<file path="src/rtl/loader_pkg.sv">
// Shared definitions for the boot-time program loader: FSM states, header
// length width and the byte-lane geometry of an instruction word.
package loader_pkg;

    typedef enum logic [2:0] {
        ST_IDLE,
        ST_LEN0,
        ST_LEN1,
        ST_DATA,
        ST_CSUM,
        ST_DONE
    } loader_state_e;

    localparam int LOADER_LEN_W          = 16;
    localparam int LOADER_BYTES_PER_WORD = 4;
    localparam int LOADER_IDX_W          = $clog2(LOADER_BYTES_PER_WORD);

endpackage

</file>
<file path="src/rtl/word_packer.sv">
// Packs accepted stream bytes little-endian into 32-bit words and issues a
// registered one-cycle write strobe together with the completed word.
module word_packer
    import loader_pkg::*;
(
    input  logic        clk,
    input  logic        rst,
    input  logic        clear_i,
    input  logic        accept_i,
    input  logic [7:0]  byte_i,
    output logic        last_byte_o,
    output logic        we_o,
    output logic [31:0] data_o
);

    logic [LOADER_IDX_W-1:0] idx_q, idx_d;
    logic [23:0]             buf_q, buf_d;
    logic [31:0]             data_q, data_d;
    logic                    we_q, we_d;

    assign last_byte_o = (idx_q == LOADER_IDX_W'(LOADER_BYTES_PER_WORD - 1));

    always_comb begin
        idx_d  = idx_q;
        buf_d  = buf_q;
        data_d = data_q;
        we_d   = 1'b0;
        if (clear_i) begin
            idx_d = '0;
        end else if (accept_i) begin
            // The top byte bypasses the staging buffer so the word is ready one edge later.
            if (last_byte_o) begin
                data_d = {byte_i, buf_q};
                we_d   = 1'b1;
            end else begin
                buf_d[{idx_q, 3'b000} +: 8] = byte_i;
            end
            idx_d = idx_q + LOADER_IDX_W'(1);
        end
    end

    always_ff @(posedge clk or negedge rst) begin
        if (!rst) begin
            idx_q  <= '0;
            buf_q  <= '0;
            data_q <= '0;
            we_q   <= 1'b0;
        end else begin
            idx_q  <= idx_d;
            buf_q  <= buf_d;
            data_q <= data_d;
            we_q   <= we_d;
        end
    end

    assign we_o   = we_q;
    assign data_o = data_q;

endmodule

</file>
<file path="src/rtl/program_loader.sv">
// Boot loader: parses a 2-byte length header, streams words into instruction
// memory and holds the core until done. Define LOADER_CHECKSUM_EN to add a
// trailing modulo-256 checksum byte.
module program_loader
    import loader_pkg::*;
#(
    parameter int ADDR_W    = 8,
    parameter int MAX_WORDS = 256
) (
    input  logic              clk,
    input  logic              rst,
    input  logic              start_i,
    input  logic [7:0]        byte_i,
    input  logic              byte_valid_i,
    output logic              byte_ready_o,
    output logic              imem_we_o,
    output logic [ADDR_W-1:0] imem_addr_o,
    output logic [31:0]       imem_data_o,
    output logic              core_hold_o,
    output logic              busy_o,
    output logic              done_o,
    output logic              err_o
);

    loader_state_e           state_q, state_d;
    logic [7:0]              len_lo_q, len_lo_d;
    logic [LOADER_LEN_W-1:0] len_q, len_d;
    logic [LOADER_LEN_W-1:0] words_q, words_d;
    logic [ADDR_W-1:0]       addr_q, addr_d;
    logic                    active_q, active_d;
    logic                    hold_q, hold_d;
    logic                    done_q, done_d;
    logic                    err_q, err_d;
    logic                    clear;
    logic                    accept;
    logic                    last_byte;
    logic [LOADER_LEN_W-1:0] len_next;
`ifdef LOADER_CHECKSUM_EN
    logic [7:0]              sum_q, sum_d;
`endif

    assign accept   = byte_valid_i && active_q;
    assign len_next = {byte_i, len_lo_q};

    word_packer u_packer (
        .clk         (clk),
        .rst         (rst),
        .clear_i     (clear),
        .accept_i    (accept && (state_q == ST_DATA)),
        .byte_i      (byte_i),
        .last_byte_o (last_byte),
        .we_o        (imem_we_o),
        .data_o      (imem_data_o)
    );

    always_comb begin
        state_d  = state_q;
        len_lo_d = len_lo_q;
        len_d    = len_q;
        words_d  = words_q;
        addr_d   = imem_we_o ? addr_q + ADDR_W'(1) : addr_q;
        done_d   = done_q;
        err_d    = err_q;
        clear    = 1'b0;
`ifdef LOADER_CHECKSUM_EN
        sum_d    = sum_q;
`endif
        case (state_q)
            ST_IDLE, ST_DONE: begin
                if (start_i) begin
                    state_d = ST_LEN0;
                    done_d  = 1'b0;
                    err_d   = 1'b0;
                    addr_d  = '0;
                    words_d = '0;
                    clear   = 1'b1;
`ifdef LOADER_CHECKSUM_EN
                    sum_d   = '0;
`endif
                end
            end
            ST_LEN0: begin
                if (accept) begin
                    len_lo_d = byte_i;
                    state_d  = ST_LEN1;
                end
            end
            ST_LEN1: begin
                if (accept) begin
                    len_d = len_next;
                    if (len_next == '0) begin
                        state_d = ST_DONE;
                        done_d  = 1'b1;
                    end else if (len_next > LOADER_LEN_W'(MAX_WORDS)) begin
                        state_d = ST_DONE;
                        err_d   = 1'b1;
                    end else begin
                        state_d = ST_DATA;
                    end
                end
            end
            ST_DATA: begin
                if (accept) begin
`ifdef LOADER_CHECKSUM_EN
                    sum_d = sum_q + byte_i;
`endif
                    if (last_byte) begin
                        words_d = words_q + LOADER_LEN_W'(1);
                        if (words_q == len_q - LOADER_LEN_W'(1)) begin
`ifdef LOADER_CHECKSUM_EN
                            state_d = ST_CSUM;
`else
                            state_d = ST_DONE;
                            done_d  = 1'b1;
`endif
                        end
                    end
                end
            end
            ST_CSUM: begin
`ifdef LOADER_CHECKSUM_EN
                if (accept) begin
                    state_d = ST_DONE;
                    if (byte_i == sum_q) done_d = 1'b1;
                    else                 err_d  = 1'b1;
                end
`else
                state_d = ST_IDLE;
`endif
            end
            default: state_d = ST_IDLE;
        endcase
    end

    // Ready/busy come from the next state so they are registered yet aligned with it.
    assign active_d = (state_d != ST_IDLE) && (state_d != ST_DONE);
    assign hold_d   = !((state_q == ST_DONE) && (state_d == ST_DONE) && !err_q);

    always_ff @(posedge clk or negedge rst) begin
        if (!rst) begin
            state_q  <= ST_IDLE;
            len_lo_q <= '0;
            len_q    <= '0;
            words_q  <= '0;
            addr_q   <= '0;
            active_q <= 1'b0;
            hold_q   <= 1'b1;
            done_q   <= 1'b0;
            err_q    <= 1'b0;
`ifdef LOADER_CHECKSUM_EN
            sum_q    <= '0;
`endif
        end else begin
            state_q  <= state_d;
            len_lo_q <= len_lo_d;
            len_q    <= len_d;
            words_q  <= words_d;
            addr_q   <= addr_d;
            active_q <= active_d;
            hold_q   <= hold_d;
            done_q   <= done_d;
            err_q    <= err_d;
`ifdef LOADER_CHECKSUM_EN
            sum_q    <= sum_d;
`endif
        end
    end

    assign byte_ready_o = active_q;
    assign busy_o       = active_q;
    assign imem_addr_o  = addr_q;
    assign core_hold_o  = hold_q;
    assign done_o       = done_q;
    assign err_o        = err_q;

endmodule

</file>
<file path="config.mk">
export PLATFORM = sky130hd
export DESIGN_NAME = program_loader
export DESIGN_NICKNAME = d
export VERILOG_FILES = /design/src/rtl/loader_pkg.sv /design/src/rtl/word_packer.sv /design/src/rtl/program_loader.sv
export SDC_FILE = /design/constraint.sdc
export NUM_CORES = 1
export LEC_CHECK = 0
export CORE_MARGIN = 10
export CORE_UTILIZATION = 25
export DETAILED_ROUTE_END_ITERATION = 8
export PLACE_DENSITY_LB_ADDON = 0.08
export RECOVER_POWER = 50
export SYNTH_ARGS = -nofsm -noshare
export SYNTH_HDL_FRONTEND = slang
export SYNTH_SLANG_ARGS = --single-unit
</file>
<file path="constraint.sdc">
create_clock -name clk -period 3.5 [get_ports clk]
set_input_delay 0.525 -clock clk [delete_from_list [all_inputs] [get_ports clk]]
set_output_delay 0.525 -clock clk [all_outputs]
set_load 0.02 [all_outputs]
</file>
* Word-level counts from Yosys, hierarchy flattened
Cells that the tools add are included.
** Storage, ports and cells
- Register bits after elaboration :: 114
- Bits of input ports :: 12
- Output and inout bits :: 46
** Operators by class
- $add $sub $neg :: 5
- $lt $le $gt $ge :: 1
- Equality and inequality tests :: 16
- Shifts and indexed selects :: 2
- Multiplexer cells :: 35
- Bitwise operators :: 2
- Reduce and logical (&&, ||, !) cells :: 22
** Operators by type and width (number)
- $mux 16 :: 3
- $pmux 16 s2 :: 1
- $bwmux 24 :: 1
- $mux 3 :: 8
- $mux 8 :: 3
- $shift 8x7->24 const A :: 1
- $shiftx 8x7->24 :: 1
- $add 16x1->16 const B :: 1
- $eq 16x16->1 :: 1
- $gt 16x9->1 const B :: 1
- $logic_not 16->1 :: 1
- $sub 16x1->16 const B :: 1
- $mux 1 :: 14
- $ne 2x2->1 const B :: 7
- $pmux 3 s4 :: 1
- $add 8x1->8 const B :: 1
- $neg 5->7 :: 1
- $reduce_and 7->1 :: 1
- $eq 3x2->1 const B :: 2
- $eq 3x3->1 const B :: 2
- $reduce_and 3->1 :: 2
- $reduce_bool 2->1 :: 3
- $reduce_bool 3->1 :: 2
- $logic_and 1x1->1 :: 5
- other kinds (15) :: 19

* Logic depth before layout (Yosys ltp)
- Depth after elaboration :: 10
- Mapped depth :: 9
- Gate-level depth less buffers :: 8

* Cells and area by module
Synthesis repeated with hierarchy kept, for this count alone.
** Second synthesis, totals
- Cells, all modules :: 432
- Area total of the unflattened synthesis :: 5290.1 sq um
** Modules (own cells, without submodules)
- program_loader :: times used 1, cells each 285, area each 2937.8 sq um, seq. area each 1377.6 sq um
- word_packer :: times used 1, cells each 147, area each 2352.3 sq um, seq. area each 1476.4 sq um

* Worst setup path after synthesis
Ideal clock, no wire load.
- Path kind :: register to register
- Start :: reg len_q[0]
- End :: reg state_q[1]
- Library setup time :: 0.120 ns
- Data arrival time :: 1.935 ns
- Required time :: 3.380 ns
- Path slack :: 1.445 ns
- Cell stages (with the launch flop) :: 9
- Path buffers :: 0
- Clock period less this slack :: 2.055 ns
- Path through :: dfrtp_1 > inv_1 > ha_1 > nor3b_1 > and3_1 > o22ai_1 > a2111oi_2 > nand4_1 > a41o_1
** Between the ends
- Word-level cells in the longest chain between the ends :: 6
** Ends and longest elaborated chain
- start: declaration :: RTL line program_loader.sv:27 : logic [LOADER_LEN_W-1:0] len_q, len_d;
- start signal: assignment :: RTL line program_loader.sv:156 : len_q <= len_d;
- $sub 16x1->16 :: RTL line program_loader.sv:109 : if (words_q == len_q - LOADER_LEN_W'(1)) begin
- $eq 16x16->1 :: RTL line program_loader.sv:109
- $mux 3 :: RTL line program_loader.sv:109
- $mux 3 :: RTL line program_loader.sv:107 : if (last_byte) begin
- $mux 3 :: RTL line program_loader.sv:103 : if (accept) begin
- $pmux 3 s4 :: RTL line program_loader.sv:68 : case (state_q)
- named net state_d[1] :: RTL line program_loader.sv:25 : loader_state_e state_q, state_d;
- end signal: assignment :: RTL line program_loader.sv:154 : state_q <= state_d;
- end: declaration :: RTL line program_loader.sv:25
The timed path passes the listed nets, and every way through them passes these cells.
A chain may end at the register's enable or synchronous reset.

* Final worst setup path
- Start :: reg state_q[1]
- End :: reg active_q (netlist: busy_o)
** Between the ends
- Word-level cells in the longest chain between the ends :: 6
** Ends and longest elaborated chain
- $mux 3 :: RTL line program_loader.sv:109
- $mux 3 :: RTL line program_loader.sv:107
- $mux 3 :: RTL line program_loader.sv:103
- $pmux 3 s4 * :: RTL line program_loader.sv:68
- $ne 3x3->1 / $reduce_bool 3->1 (equally long branches) :: RTL line program_loader.sv:136 : assign active_d = (state_d != ST_IDLE) && (state_d != ST_DONE);
- $logic_and 1x1->1 * :: RTL line program_loader.sv:136
- named net active_d :: RTL line program_loader.sv:30 : logic active_q, active_d;
- end signal: assignment :: RTL line program_loader.sv:159 : active_q <= active_d;
- end: declaration :: RTL line program_loader.sv:30
Mark *: on every way through the listed nets, which the timed path passes. The rest lies on a longest branch.

==> flow_summary.yaml <==
outcome:
  status: "finished, violations left"
  violations: "max-capacitance violations, max-slew violations"
cts:
  ctsResizeCount: 0
  path_clk_slew_ns: 0.06
  cts_buffers: 17
  htree_levels: 4
  cts_tree: "built"
  cts_setup_buffers: 0
  cts_hold_buf: 0
  insertion_delay_ns: 0.41
  ctsRootBufferMaster: "clkbuf_16"
  cts_num_sinks: 114
  clk_path_buf_depth: 2
setup_path:
  cp.buffers_inverters: 1
  crit_chain: "or3b_2 > nor2_1 > clkbuf_1 > o31ai_1 > o21a_1 > o21ai_0 > o21ba_1"
  arrival_ns: 2.98
  cp_num_cells: 7
  cpLargestDelayFamily: "buffers and inverters"
  criticalPathCategory: "reg2reg"
  slowest_stage: "clkbuf_1"
  critPathLaunchType: "register"
  cpPeakStageDelay_ns: 0.76
  r2r.worst_path.cells: 7
  crit_fanout: 21
  end_kind: "register"
  required_ns: 3.80
sta:
  finalSetupViolCount: 0
  finalSetupTns_ns: 0
  tightestPinTransition_ns: 2.22
  clock.fmax_mhz: 374
  hold_violations: 0
  min_period_over_period_pct: 76.5
  fin_worst_skew_ns: 0.0114
  finalCriticalPeriod_ns: 2.68
  report.final.slew_viol_count: 88
  relSlewSlack_pct: -48.3
  rsz0062_at_grt: "false"
grt:
  grt_max_degree: 88
  antenna_found_initial: 0
  grt-ovfl-total: 0
  grt_pass1_vias: 4432
  grt_use_total_pct: 11.0
  grt_pass1_wl_mm: 24.7
synth:
  async_flop_share_pct: 100
  synth_edf_count: 0
  syn_area_per_cell_sq_um: 9.48
  ys.flop_type: "dfrtp_1"
  synth.cell_area_sq_um: 5400
  yosysUniqueCellTypes: 57
  synth_cells: 570
  ys_seq_elements: 114
  yosysSeqAreaShare_pct: 52.8
  syn_nets: 590
  synth_top_area_cell: "dfrtp_1"
  ys_top_cells_by_area: "dfrtp_1 52%, nand2_1 12%, mux2_2 4.4%, o21ai_0 4.1%, xor2_1 3.6%"
  ys_warn_count: 0
  yosys.area.top_type_share_pct: 52.4
final_layout:
  drive_gt1_share_pct: 9.74
  fin_nets: 654
  areaGrowthSynthToFinish_pct: 27.6
  n_antenna_cell: 0
  instances_no_fill: 922
  final_area_sq_um: 6890
route:
  routed_via_density: 4.54
  drc: 0
  wl_mm: 14.8
  firstDrtPassIters: 4
  drt_iter0_drc: 244
  vias: 4189
  ant_nets: 0
  wire_per_inst_um: 16.0
worst_hold_path:
  hold_path_class: "reg2reg"
  holdPathStages: 2
place:
  placed_cells: 890
  placed_area_sq_um: 6290
  portBuffers: 57
  gp_congestion: 0.762
  dp_hpwl_mm: 10.4
die:
  die_w_um: 167
  pin_count: 58
  row_count: 53
  placeableCoreArea_sq_um: 21200
  start_util_pct: 25.5
  dieHeight_um: 167
  dieArea_sq_um: 27900
power_and_ir_drop:
  finalPower_w: 0.00547
  power.static_leakage_nw: 3.05
  ir_drop_v: 0.000388
  p_per_area_nw_per_um2: 793
flow_run:
  drv_cap: 1
through the flow:
stage | util [%] | worst slack [ns] | hold slack [ns]
2_1_floorplan | - | 1.44 | 0.229
5_1_grt | 32.6 | 0.419 | 0.495
4_1_cts | 32.7 | 0.936 | 0.378
6_report | 32.6 | 0.823 | 0.473
3_5_place_dp | 29.7 | 0.813 | 0.462
3_3_place_gp | 29.7 | 0.796 | 0.462
final cells by class:
type                            instances  area, sq um
Fill cell                            2133        14300
Sequential cell                       114         2850
Multi-Input combinational cell        421         2390
Timing Repair Buffer                   66          612
Clock buffer                           20          457
Tap cell                              275          344
Clock inverter                         12          178
Inverter                               14         52.6
cells in the final DEF (no fill, tap or decap), types with 10 or more instances in the layout:
cell / instances
clkbuf_16: 17
xor2_1: 22
inv_1: 13
xnor2_1: 12
nor3_1: 10
clkdlybuf4s50_1: 54
dfrtp_1: 113
nand2_1: 169
nand3_1: 11
nor2_1: 28
o21ai_0: 44
a21oi_1: 14
mux2_2: 21
synthesized netlist by cell type, types with 9 or more instances:
library cell  instances
a21oi_1              14
clkbuf_1             15
dfrtp_1             113
inv_1                13
mux2_2               21
nand2_1             169
nand3_1              11
nor2_1               28
nor3_1               10
o21ai_0              44
or3_1                 9
xnor2_1              12
xor2_1               22
registers in the layout, indices dropped and copies added, names as in the netlist:
name,flops
state_q,3
words_q,16
imem_addr_o,8
core_hold_o,1
u_packer.idx_q,2
u_packer.buf_q,24
u_packer.we_o,1
len_lo_q,8
busy_o,1
err_o,1
u_packer.data_o,32
len_q,16
done_o,1
worst paths after layout:
path | to | slack (ns) | from
min reg2reg | u_packer.data_o[12] | 0.47 | u_packer.data_o[12]
min | u_packer.data_o[12] | 0.47 | u_packer.data_o[12]
max reg2reg | busy_o | 0.82 | state_q[1]
max in group asynchronous | imem_addr_o[6] | 0.99 | rst
max | busy_o | 0.82 | state_q[1]
min in group asynchronous | u_packer.data_o[21] | 0.77 | rst
cells by family after synthesis:
group | synth area share (%)
and+or+nand+nor | 22.4
DFF | 52.8
buffers and inverters | 2.73
AOI/OAI and AO/OA | 9.91
xor gates and xnor gates | 5.51
adders and majority gates | 1.85
muxes | 4.75
where the power goes:
group          switching, W  leakage, nW  internal (W)  total (W)
clock network      0.000630        0.311       0.00123    0.00186
registers          0.000406         1.52       0.00166    0.00206
logic              0.000837         1.22      0.000707    0.00154
worst register-to-register path, delay by kind of cell, from the launching register on:
family,cells,cell delay [ns]
buffers and inverters,1,0.76
AND/OR/NAND/NOR,2,0.61
flip-flops,1,0.51
AO/OA/AOI/OAI,4,0.69
per-layer routing:
layer,track usage (%),vias to the layer above,wire [um]
met5,0,-,0
met4,4.01,0,229
met3,3.18,21,718
met2,16.7,72,6650
met1,14.4,2026,7190
li1,-,2070,-
No activity file was read; power rests on OpenSTA's default activity.
==> RTL edit: new RTL, same flow settings <==
Register the output `err_o` once more, cleared by the reset; this adds one clock of latency there. The other outputs are not delayed to match.
--- a/src/rtl/program_loader.sv
+++ b/src/rtl/program_loader.sv
@@ -173,3 +173,9 @@
     assign done_o       = done_q;
-    assign err_o        = err_q;
+    always_ff @(posedge clk or negedge rst) begin
+        if (!rst) begin
+            err_o <= '0;
+        end else begin
+            err_o <= err_q;
+        end
+    end
 
Formal check against the unedited RTL: not equivalent (a bounded check fails within 4 cycles, from zero or initial values and one cycle with rst low).
==> RTL edit against the original RTL <==
The flow still finishes with violations (max-capacitance violations, max-slew violations). Sequential cell count grew 1. Area after synthesis up 1.5%. Synthesized cell count decreased by 1.4%. Cell area up 1.3%. Worst hold slack got worse by 54 ps. Non-clock buffer count rose by 6. Power fell by 2.4%. Routed wire length is 0.75% higher. Register-to-register slack better by 80 ps. First-iteration DRC count shrank 30%. Worst setup slack worse by 200 ps. Critical path depth stayed put. Critical endpoint is now done_o.
==> RTL edit: results <==
group,metric,value,unit
logic_synthesis,synthMuxAreaShare,0.0548,
critical_path,path_max_fanout,7,
drt,drt_iter0_drc,171,
critical_path,cp_slowest_stage_delay,570,ps
placement,dpl.hpwl,10700,µm
finish,largest_reg_flops,32,
placement,place_area,6420,µm²
logic_synthesis,synth-xor-area-share,0.0543,
drt,first_pass_iters,4,
flow_run,maxCapViolations,1,
logic_synthesis,synth_compound_area_frac,0.0943,
critical_path,crit_start,"byte_i[5]",
logic_synthesis,synth_fa_ha_area_frac,0.0183,
finish,insertedDiodeCount,0,
critical_path,r2r-start,"len_q[0]",
logic_synthesis,synth.net_count,582,
min_path,min_path_cells,0,
drt,routed_wl,14900,µm
global_routing,grt_pass1_wl,25000,µm
global_routing,antenna_found_initial,0,
logic_synthesis,yosysSeqAreaShare,0.525,
timing,maxSlewViolCount,47,
global_routing,grt_usage,0.110,
timing,worst_pin_slew,2540,ps
timing,clock_skew,8.70,ps
finish,layout-drive-gt1-share,0.127,
logic_synthesis,synth_async_sr_flop_share,1.00,
global_routing,grt_pass1_vias,4498,
placement,place_ws,229,ps
clocking,cts-root-buf,"clkbuf_16",
global_routing,grt_max_degree,47,
placement,place.gp.congestion,0.793,
logic_synthesis,synthTopCellsByArea,"dfrtp_1 52%, nand2_1 11%, mux2_2 4.9%",
min_path,hp-start,"err_q",
logic_synthesis,ys_top_cells_by_count,"164 x nand2_1, 114 x dfrtp_1, 35 x o21ai_0",
global_routing,overflow,0,
drt,vias,4218,
critical_path,critPathArrivalTime,3230,ps
clocking,clkTransAtPathRegs,50,ps
min_path,hp-class,"register to register",
power,p_leak,3.02,nW
finish,final_nets,653,
finish,fillCellCount,2176,
outcome,violations,"max-capacitance violations, max-slew violations",
critical_path,crit_path_top_delay_cell,"clkdlybuf4s50_1",
placement,port_buffers,57,
power,vdd_drop_max,0.333,mV
logic_synthesis,synth_cell_types,59,
outcome,status,"complete, but fails checks",
==> RTL edit: routing by layer <==
metal / vias to the layer above / track usage / routed length, µm
li1: 2072 / - / -
met1: 2078 / 0.150 / 7540
met2: 54 / 0.165 / 6660
met3: 14 / 0.0265 / 489
met4: 0 / 0.0413 / 199
met5: - / 0 / 0
==> RTL edit: metrics by stage <==
| stage | power, mW | instances |
|---|---|---|
| 2_1_floorplan | 3.12 | 562 |
| 3_3_place_gp | 3.69 | 894 |
| 3_5_place_dp | 3.70 | 894 |
| 4_1_cts | 5.42 | 926 |
| 5_1_grt | 5.70 | 926 |
| 6_report | 5.34 | 926 |
==> RTL edit: logic make-up (layout without fill, tap and decap cells) <==
family                   after synthesis  count (layout)
XOR/XNOR                              34              34
multiplexers                          27              27
AND/OR/NAND/NOR                      267             267
flip-flops                           115             115
buffers and inverters                 30             114
AO/OA/AOI/OAI                         81              81
adder cells (fa/ha/maj)                8               8
==> RTL edit: critical path: cells and delay by family <==
| family | cells | cell delay [ps] |
|---|---|---|
| buffers and inverters | 1 | 570 |
| and+or+nand+nor | 3 | 1310 |
| AOI/OAI and AO/OA | 3 | 820 |
==> RTL edit: area by class of cell <==
cell class | count | area [µm²] | share of cell area
clock buffers | 19 | 433 | 0.0620
clock inverters | 13 | 135 | 0.0194
inverters | 10 | 37.5 | 0.00538
multi-input cells | 417 | 2480 | 0.355
flip-flops and latches | 115 | 2880 | 0.412
well taps | 280 | 350 | 0.0502
repair buffers | 72 | 668 | 0.0957
==> RTL edit: worst paths after layout <==
check	endpoint	slack [ps]
hold reg to reg	err_o	420
setup reg to reg	state_q[1]	900
setup / recovery	done_o	620
hold / removal	err_o	420
max in group asynchronous	u_packer.data_o[13]	960
min in group asynchronous	len_q[3]	910
==> RTL edit: power by group <==
group	internal [mW]	total, mW	switching (mW)
Combinational	0.734	1.58	0.842
Clock	1.05	1.68	0.636
Sequential	1.68	2.08	0.403
Total	3.45	5.34	1.88
